File: config.mk
export PLATFORM = sky130hd
export DESIGN_NAME = bdcmotor_busif_flat
export DESIGN_NICKNAME = d
export VERILOG_FILES = /design/src/rtl/bdcmotor_busif_if.sv /design/src/rtl/bdcmotor_busif.sv /design/src/flat_wrapper.sv
export SDC_FILE = /design/constraint.sdc
export NUM_CORES = 1
export LEC_CHECK = 0
export BUFFER_PORTS_ARGS = -buffer_cell sky130_fd_sc_hd__buf_4
export CORE_MARGIN = 2
export CORE_UTILIZATION = 29
export DETAILED_ROUTE_END_ITERATION = 6
export SETUP_SLACK_MARGIN = 0.02
export SKIP_LAST_GASP = 1
export SLEW_MARGIN = 0
export SYNTH_ARGS = -nofsm -noshare
export SYNTH_HDL_FRONTEND = slang
export SYNTH_SLANG_ARGS = --single-unit
export TNS_END_PERCENT = 5
File: constraint.sdc
create_clock -name clk -period 2.9 [get_ports clk]
set_clock_uncertainty 0.05 [all_clocks]
set_input_delay 0.145 -clock clk [delete_from_list [all_inputs] [get_ports clk]]
set_output_delay 0.145 -clock clk [all_outputs]
set_load 0.01 [all_outputs]
File: src/rtl/bdcmotor_busif_if.sv
// Host-side 8-bit strobed parallel bus for the motor channel register block.
interface bdcmotor_busif_if;
    logic [2:0] addr;
    logic [7:0] datain;
    logic       wr;
    logic       rd;
    logic [7:0] dataout;

    modport master (output addr, output datain, output wr, output rd, input dataout);
    modport slave  (input addr, input datain, input wr, input rd, output dataout);
endinterface

File: src/rtl/bdcmotor_busif.sv
// Register decode, clock-enable timebase and coherent tach snapshot for one motor channel.
// Optional duty-write watchdog brake is built when WATCHDOG_EN is defined.
module bdcmotor_busif #(
    parameter int FREEZE_TIMEOUT = 255,
    parameter int WDOG_CYCLES    = 1000000
) (
    input  logic       clk,
    input  logic       reset,
    bdcmotor_busif_if.slave bus,
    input  logic [7:0] countl,
    input  logic [7:0] counth,
    input  logic       currentlimit,
    output logic [7:0] wrtdata,
    output logic       pwmldce,
    output logic       pwmcntce,
    output logic       filterce,
    output logic       freeze,
    output logic       invphase,
    output logic       invertpwm,
    output logic       enablepwm,
    output logic       run
);
    localparam int TW = (FREEZE_TIMEOUT < 2) ? 1 : $clog2(FREEZE_TIMEOUT + 1);

    logic [7:0]    wrtdata_q, wrtdata_d;
    logic          pwmldce_q, pwmldce_d;
    logic [3:0]    ctrl_q, ctrl_d;
    logic [7:0]    pwmdiv_q, pwmdiv_d, filtdiv_q, filtdiv_d;
    logic [7:0]    pwmcnt_q, pwmcnt_d, filtcnt_q, filtcnt_d;
    logic          pwmce_q, pwmce_d, filtce_q, filtce_d;
    logic [15:0]   snap_q, snap_d;
    logic          freeze_q, freeze_d;
    logic [TW-1:0] tmo_q, tmo_d;
    logic          sticky_q, sticky_d;
    logic [7:0]    dout_q, dout_d;
    logic          wd_trip;
    logic          wr_en, rd_en, duty_wr;

    // Write wins over a simultaneous read; the read is dropped entirely.
    assign wr_en   = bus.wr;
    assign rd_en   = bus.rd & ~bus.wr;
    assign duty_wr = wr_en && (bus.addr == 3'd0);

`ifdef WATCHDOG_EN
    localparam int WW = $clog2(WDOG_CYCLES + 1);
    logic [WW-1:0] wd_cnt_q, wd_cnt_d;
    logic          wd_trip_q, wd_trip_d;

    always_comb begin
        wd_cnt_d  = wd_cnt_q;
        wd_trip_d = wd_trip_q;
        if (duty_wr) begin
            wd_cnt_d  = '0;
            wd_trip_d = 1'b0;
        end else if (!wd_trip_q) begin
            if (wd_cnt_q == WW'(WDOG_CYCLES - 1)) wd_trip_d = 1'b1;
            else                                  wd_cnt_d  = wd_cnt_q + WW'(1);
        end
    end

    always_ff @(posedge clk or posedge reset) begin
        if (reset) begin
            wd_cnt_q  <= '0;
            wd_trip_q <= 1'b0;
        end else begin
            wd_cnt_q  <= wd_cnt_d;
            wd_trip_q <= wd_trip_d;
        end
    end

    assign wd_trip = wd_trip_q;
`else
    assign wd_trip = 1'b0;
`endif

    always_comb begin
        wrtdata_d = wrtdata_q;
        pwmldce_d = 1'b0;
        ctrl_d    = ctrl_q;
        pwmdiv_d  = pwmdiv_q;
        filtdiv_d = filtdiv_q;
        snap_d    = snap_q;
        freeze_d  = freeze_q;
        tmo_d     = tmo_q;
        dout_d    = dout_q;
        sticky_d  = sticky_q | currentlimit;

        pwmce_d   = (pwmcnt_q == pwmdiv_q);
        pwmcnt_d  = pwmce_d ? 8'd0 : pwmcnt_q + 8'd1;
        filtce_d  = (filtcnt_q == filtdiv_q);
        filtcnt_d = filtce_d ? 8'd0 : filtcnt_q + 8'd1;

        // Auto-release so a host that never reads the high byte cannot stall the tach.
        if (freeze_q) begin
            if (tmo_q == TW'(FREEZE_TIMEOUT - 1)) begin
                freeze_d = 1'b0;
                tmo_d    = '0;
            end else begin
                tmo_d = tmo_q + TW'(1);
            end
        end

        if (wr_en) begin
            case (bus.addr)
                3'd0: begin
                    wrtdata_d = bus.datain;
                    pwmldce_d = 1'b1;
                end
                3'd1: ctrl_d = bus.datain[3:0];
                3'd2: begin
                    pwmdiv_d = bus.datain;
                    pwmcnt_d = 8'd0;
                    pwmce_d  = 1'b0;
                end
                3'd3: begin
                    filtdiv_d = bus.datain;
                    filtcnt_d = 8'd0;
                    filtce_d  = 1'b0;
                end
                default: ;
            endcase
        end

        if (rd_en) begin
            case (bus.addr)
                3'd1: dout_d = {4'd0, ctrl_q};
                3'd2: dout_d = pwmdiv_q;
                3'd3: dout_d = filtdiv_q;
                3'd4: begin
                    snap_d   = {counth, countl};
                    dout_d   = countl;
                    freeze_d = 1'b1;
                    tmo_d    = '0;
                end
                3'd5: begin
                    dout_d   = snap_q[15:8];
                    freeze_d = 1'b0;
                    tmo_d    = '0;
                end
                3'd6: begin
                    dout_d   = {5'd0, wd_trip, sticky_q | currentlimit, freeze_q};
                    sticky_d = currentlimit;
                end
                default: dout_d = 8'h00;
            endcase
        end
    end

    always_ff @(posedge clk or posedge reset) begin
        if (reset) begin
            wrtdata_q <= '0;
            pwmldce_q <= 1'b0;
            ctrl_q    <= '0;
            pwmdiv_q  <= '0;
            filtdiv_q <= '0;
            pwmcnt_q  <= '0;
            filtcnt_q <= '0;
            pwmce_q   <= 1'b0;
            filtce_q  <= 1'b0;
            snap_q    <= '0;
            freeze_q  <= 1'b0;
            tmo_q     <= '0;
            sticky_q  <= 1'b0;
            dout_q    <= '0;
        end else begin
            wrtdata_q <= wrtdata_d;
            pwmldce_q <= pwmldce_d;
            ctrl_q    <= ctrl_d;
            pwmdiv_q  <= pwmdiv_d;
            filtdiv_q <= filtdiv_d;
            pwmcnt_q  <= pwmcnt_d;
            filtcnt_q <= filtcnt_d;
            pwmce_q   <= pwmce_d;
            filtce_q  <= filtce_d;
            snap_q    <= snap_d;
            freeze_q  <= freeze_d;
            tmo_q     <= tmo_d;
            sticky_q  <= sticky_d;
            dout_q    <= dout_d;
        end
    end

    assign bus.dataout = dout_q;
    assign wrtdata     = wrtdata_q;
    assign pwmldce     = pwmldce_q;
    assign pwmcntce    = pwmce_q;
    assign filterce    = filtce_q;
    assign freeze      = freeze_q;
    assign invphase    = ctrl_q[0];
    assign invertpwm   = ctrl_q[1];
    assign enablepwm   = ctrl_q[2];
    // Watchdog brakes the channel without touching the stored ctrl bit.
    assign run         = ctrl_q[3] & ~wd_trip;
endmodule

File: src/flat_wrapper.sv
// flat-port wrapper written by rule: the top's interface ports become plain ports
module bdcmotor_busif_flat 
#(
    parameter int FREEZE_TIMEOUT = 255,
    parameter int WDOG_CYCLES    = 1000000
)
  (clk, reset, countl, counth, currentlimit, wrtdata, pwmldce, pwmcntce, filterce, freeze, invphase, invertpwm, enablepwm, run, bus_addr, bus_datain, bus_wr, bus_rd, bus_dataout);
  bdcmotor_busif_if bus_i ();
  input  logic clk;
  input  logic reset;
  input  logic [7:0] countl;
  input  logic [7:0] counth;
  input  logic currentlimit;
  output logic [7:0] wrtdata;
  output logic pwmldce;
  output logic pwmcntce;
  output logic filterce;
  output logic freeze;
  output logic invphase;
  output logic invertpwm;
  output logic enablepwm;
  output logic run;
  input wire logic [$bits(bus_i.addr)-1:0] bus_addr;
  input wire logic [$bits(bus_i.datain)-1:0] bus_datain;
  input wire logic [$bits(bus_i.wr)-1:0] bus_wr;
  input wire logic [$bits(bus_i.rd)-1:0] bus_rd;
  output wire logic [$bits(bus_i.dataout)-1:0] bus_dataout;
  assign bus_i.addr = bus_addr;
  assign bus_i.datain = bus_datain;
  assign bus_i.wr = bus_wr;
  assign bus_i.rd = bus_rd;
  assign bus_dataout = bus_i.dataout;
  bdcmotor_busif #(.FREEZE_TIMEOUT(FREEZE_TIMEOUT), .WDOG_CYCLES(WDOG_CYCLES)) u_core (.clk(clk), .reset(reset), .bus(bus_i), .countl(countl), .counth(counth), .currentlimit(currentlimit), .wrtdata(wrtdata), .pwmldce(pwmldce), .pwmcntce(pwmcntce), .filterce(filterce), .freeze(freeze), .invphase(invphase), .invertpwm(invertpwm), .enablepwm(enablepwm), .run(run));
endmodule
==> results.yml, run 1 <==
drt:
  first_iter_violations: 122
  firstDrtPassIters: 4
  routedWlPerCell_um: 15.56
  ant_nets: 0
  viasPerCell: 4.782
  wl_mm: 8.357
  drc: 0
  num_vias: 2568
synth:
  synth_top_cell_area_share: 0.5225
  syn_nets: 352
  ys_seq_area_frac: 0.5225
  syn_inst: 316
  ys.flop_type: "dfrtp_1"
  synth_top_cell_by_area: "dfrtp_1"
  synth_edf_count: 0
  syn_area_per_cell_um2: 11.06
  synth_area_leaders: "dfrtp_1, mux2_2, xor2_1"
  ys_warn_count: 0
  syn_area_um2: 3496
  synth-seq-cells: 73
  synthArstFlopShare: 1.000
  synth_cell_types: 42
cts:
  clockBufferDepth: 2
  cts_htree_levels: 3
  cts_buffers: 9
  cts_root_buffer: "clkbuf_16"
  cts.sinks: 73
  cts_tree: "built"
  cts_resized: 0
  post_cts_buffers: 0
  cts.clk_slew.worst_paths_ns: 0.06
  clock_latency_ns: 0.33
power_and_ir_drop:
  ir_drop_uv: 387.0
  p_leak_nw: 2.112
  p_per_area_nw_per_um2: 766.9
hold_path:
  hp-class: "in2reg"
  hold_path_depth: 3
grt:
  grt_first_pass_wirelength_mm: 13.59
  grt_max_degree: 45
  globalRouteTotalUtil: 0.1364
  grt_pass1_vias: 2611
  grt_overflow_total: 0
  antenna_found_initial: 0
floorplan:
  die_area_um2: 12950
  core_area_um2: 11910
  num_rows: 40
  initial_utilization: 0.2935
  die_y_um: 113.8
  io_pins: 56
  die_w_um: 113.8
sta:
  min_period_ns: 1.477
  clock.fmax_mhz: 677.0
  slew_headroom: 0.5634
  tightest_slew_ns: 0.6540
  hold_viol_final: 0
  finalCritPeriodShare: 0.5093
  setup-tns-final_ns: 0
  rsz0062_at_grt: "no"
  drv_slew: 0
  setup_viol: 0
  fin_ws_ns: 1.423
layout:
  layout_commonest_cell: "dfrtp_1"
  area_delta_synth_final_pct: 27.59
  fin_util: 0.3745
  final_cells: 537
  nets: 421
  layout_common_cells: "dfrtp_1, buf_4, nand2_1, nor2_1, xor2_1"
  diodes: 0
  final_layout_size_suffix_gt1_frac: 0.2795
critical_path:
  worst-path-stages: 3
  crit_path_end_kind: "register"
  crit_chain: "nand4_1 > or3_1 > a21oi_1"
  startpoint_type: "register"
  r2r_cells: 3
  cp.buffers_inverters: 0
  critical_path_class: "reg2reg"
  critPathMaxFanout: 12
  cpPeakStageDelay_ns: 0.55
  crit_slowest_cell: "dfrtp_1"
  required_ns: 3.11
  arrival_ns: 1.68
  cp_top_family: "simple AND/OR/NAND/NOR gates"
placed_design:
  dp_cells: 510
  place_hpwl_mm: 6.216
  numPortBuffers: 55
  finalWeightedCongestion: 0.7870
  post-place-ws_ns: 1.304
job:
  cap_viol_max_count: 0
status:
  status: "complete, no violations"
-- metrics by stage --
step	total power, W	area, µm²	hold WS [ns]
2_1_floorplan	0.002021	3496	0.1873
3_3_place_gp	0.002304	4055	0.2287
3_5_place_dp	0.002339	4055	0.2358
4_1_cts	0.003463	4451	0.001275
5_1_grt	0.003645	4461	0.0008688
6_report	0.003421	4461	0.009396
-- what timing repair did --
action                                  CTS  global route
hold buffers                             10             1
endpoints found under the setup margin    0             0
hold endpoints to repair                 38             1
-- worst paths after layout --
| kind | endpoint | start | slack (ns) |
|---|---|---|---|
| hold / removal | u_core.filtdiv_q[2]$_DFFE_PP0P_ | bus_datain[2] | 0.009 |
| setup reg to reg | u_core.tmo_q[5]$_DFF_PP0_ | u_core.freeze$_DFF_PP0_ | 1.42 |
| hold reg to reg | u_core.bus.dataout[2]$_DFFE_PP0P_ | u_core.bus.dataout[2]$_DFFE_PP0P_ | 0.43 |
| max in group asynchronous | u_core.filtcnt_q[6]$_DFF_PP0_ | reset | 1.72 |
| setup / recovery | u_core.tmo_q[5]$_DFF_PP0_ | u_core.freeze$_DFF_PP0_ | 1.42 |
| min in group asynchronous | u_core.bus.dataout[0]$_DFFE_PP0P_ | reset | 0.42 |
-- per-layer routing --
| layer | vias to the layer above | global-route usage | routed length, µm |
|---|---|---|---|
| met5 | - | 0 | 0 |
| met3 | 8 | 0.02604 | 350 |
| met1 | 1272 | 0.1942 | 4018 |
| met2 | 50 | 0.2084 | 3883 |
| li1 | 1238 | - | - |
| met4 | 0 | 0.04878 | 105 |
-- where the power goes --
part,leakage (nW),switching (W),internal (W)
Combinational,1.05,0.000368,0.000415
Sequential,0.917,0.000278,0.00126
Clock,0.146,0.000431,0.000665
-- layout make-up --
class,count,area (µm²)
multi-input cells,231,1600
inverters,3,11.26
clock inverters,7,70.07
fillers,1198,7451
well taps,147,183.9
repair buffers,67,543.0
clock buffers,9,225.2
flip-flops and latches,73,1827
-- synthesized netlist by cell type (3+ instances only) --
cell type	n
nor2_1	36
and3_1	6
mux2_2	28
a22o_1	3
nor2b_1	3
o21ai_0	5
nand2_1	36
or3_1	3
mux2i_1	10
ha_1	4
o22ai_1	3
dfrtp_1	73
buf_2	4
a221oi_1	4
nand3_1	14
inv_1	3
nand4_1	7
nand2b_1	7
xor2_1	30
a21oi_1	6
-- worst min-delay path: stages --
cell and delay [ns]:
buf_4 0.12, nand2_1 0.05, nand2_1 0.05
-- cells by family (layout without fill, tap and decap cells) --
group,Yosys count,count (layout),share of synthesized area
compound gates,34,34,0.06944
xor+xnor,32,32,0.08017
flops,73,73,0.5225
simple gates,123,123,0.1750
fa+ha+maj,4,4,0.01432
buf+inv,12,86,0.01969
mux,38,38,0.1188
-- flip-flops by register name (all words and copies together) (netlist names) --
register and cells:
u_core.bus.dataout 8, u_core.ctrl_q 4, u_core.filtcnt_q 8, u_core.filtdiv_q 8, u_core.filterce 1, u_core.freeze 1
u_core.pwmcnt_q 8, u_core.pwmcntce 1, u_core.pwmdiv_q 8, u_core.pwmldce 1, u_core.snap_q 8, u_core.sticky_q 1
u_core.tmo_q 8, u_core.wrtdata 8
No activity file was read; power rests on OpenSTA's default activity.
==> inputs of run 2 (changes only) <==
==> constraint.sdc (replaced) <==
create_clock -name clk -period 1.3 [get_ports clk]
set_clock_uncertainty 0.05 [all_clocks]
set_input_delay 0.065 -clock clk [delete_from_list [all_inputs] [get_ports clk]]
set_output_delay 0.065 -clock clk [all_outputs]
set_load 0.01 [all_outputs]
==> run 2 against run 1 <==
Against the previous run: global-route usage increased by 0.21 points; register-to-register slack got worse by 1.4 ns; routed wire length grew 4.0%; worst hold slack better by 0.0068 ns; design area up 11%; clock-buffer cell count stayed put; cell count is 8.6% higher; combinational power rose to 2.9 times the previous value; critical path type unchanged.
==> results.yml, run 2 (same netlist as run 1, synthesis figures left out) <==
placed_design:
  place_hpwl_mm: 6.427
  numPortBuffers: 55
  post_dp_cell_area_um2: 4377
  finalWeightedCongestion: 0.7763
  dp_cells: 549
sta:
  drv_slew: 0
  clock.fmax_mhz: 778.4
  finalCritPeriodShare: 0.9883
  setup_viol: 0
  tightest_slew_ns: 0.3826
  hold_viol_final: 0
  min_period_ns: 1.285
  rsz0062_at_grt: "yes"
  slew_headroom: 0.7443
  setup-tns-final_ns: 0
layout:
  final_layout_size_suffix_gt1_frac: 0.3555
  area_delta_synth_final_pct: 41.37
  final_area_um2: 4942
  final_cells: 583
  layout_commonest_cell: "buf_4"
  layout_common_cells: "buf_4, dfrtp_1, nand2_1, nor2_1, xor2_1"
  nets: 467
  fillCellCount: 1159
  diodes: 0
cts:
  clockBufferDepth: 2
  cts_htree_levels: 3
  clock_latency_ns: 0.33
  cts_buffers: 9
  cts_root_buffer: "clkbuf_16"
  cts_tree: "built"
  cts.clk_slew.worst_paths_ns: 0.06
  cts.sinks: 73
status:
  status: "complete, no violations"
floorplan:
  num_rows: 40
  initial_utilization: 0.2935
  die_area_um2: 12950
  io_pins: 56
  die_w_um: 113.8
  core_area_um2: 11910
  die_y_um: 113.8
power_and_ir_drop:
  p_total_w: 0.008630
  p_per_area_nw_per_um2: 1746
  ir_drop_uv: 636.8
  p_leak_nw: 2.363
critical_path:
  required_ns: 1.51
  arrival_ns: 1.49
  critPathMaxFanout: 4
  startpoint_type: "register"
  critical_path_class: "reg2reg"
  crit_path_end_kind: "register"
grt:
  grt_max_degree: 42
  grt_overflow_total: 0
  antenna_found_initial: 0
  globalRouteTotalUtil: 0.1385
  grt_pass1_vias: 2760
  grt_first_pass_wirelength_mm: 13.87
drt:
  viasPerCell: 4.707
  first_iter_violations: 123
  routedWlPerCell_um: 14.91
  drc: 0
  firstDrtPassIters: 4
  ant_nets: 0
  wl_mm: 8.690
  num_vias: 2744
hold_path:
  hp-class: "in2reg"
job:
  cap_viol_max_count: 0
==> run 2: cell count changes in the layout (fill, tap and decap cells not counted), sizes merged <==
cell / delta
inv: -1
clkinvlp: +1
clkinv: -3
buf: +39
dlygate4sd3: +7
bufinv: +3
==> run 2: worst max-delay path: stages, from the launching register on <==
cell and delay, ns:
dfrtp_1 0.40, nand4_1 0.19, or3_4 0.42, a21oi_2 0.15
==> run 2: path summary, 6_finish.rpt <==
path	from	endpoint	slack, ns	cells past startpoint
max	u_core.tmo_q[4]$_DFF_PP0_	u_core.tmo_q[7]$_DFF_PP0_	0.02	3
min	countl[6]	u_core.bus.dataout[6]$_DFFE_PP0P_	0.02	3
max reg2reg	u_core.tmo_q[4]$_DFF_PP0_	u_core.tmo_q[7]$_DFF_PP0_	0.02	3
min reg2reg	u_core.sticky_q$_DFF_PP0_	u_core.sticky_q$_DFF_PP0_	0.43	1
max in group asynchronous	reset	u_core.tmo_q[2]$_DFF_PP0_	0.49	4
min in group asynchronous	reset	u_core.wrtdata[6]$_DFFE_PP0P_	0.19	3
==> run 2: what timing repair did <==
| item | in CTS | in global routing |
|---|---|---|
| resized for setup | 1 | 8 |
| buffers inserted | 0 | 0 |
| endpoints found under the hold margin | 110 | 0 |
| hold buffers | 18 | 0 |
| endpoints found under the setup margin | 19 | 29 |
==> run 2: layer usage <==
metal,wire (µm),part of all wire,up-vias,global-route usage
met4,74,0.0085,0,0.04146
met5,0,0,-,0
li1,-,-,1332,-
met3,309,0.036,5,0.03294
met1,4099,0.47,1358,0.1903
met2,4207,0.48,49,0.2188
==> run 2: per-stage QoR <==
stage | setup slack (ns) | hold slack [ns] | util
2_1_floorplan | -0.002648 | 0.1073 | -
3_5_place_dp | -0.02664 | -0.01118 | 0.3674
3_3_place_gp | -0.01429 | -0.01353 | 0.3674
4_1_cts | -0.03219 | 0.004346 | 0.4134
5_1_grt | -0.08075 | 0.03929 | 0.4149
6_report | 0.01527 | 0.01616 | 0.4149
==> run 2: report_power, final <==
part           internal [W]  switching, W  leakage, nW
sequential          0.00282      0.000470        0.915
combinational       0.00126       0.00103         1.27
clock               0.00207      0.000972        0.176
total               0.00616       0.00247         2.36
==> run 2: area by class of cell <==
type                            instances  area (µm²)  area share
Multi-Input combinational cell        231        1617      0.3271
Clock buffer                            9       225.2     0.04557
Sequential cell                        73        1829      0.3701
Timing Repair Buffer                  113       930.9      0.1884
Tap cell                              147       183.9     0.03722
Clock inverter                          7       141.4     0.02861
Inverter                                3       15.01    0.003038
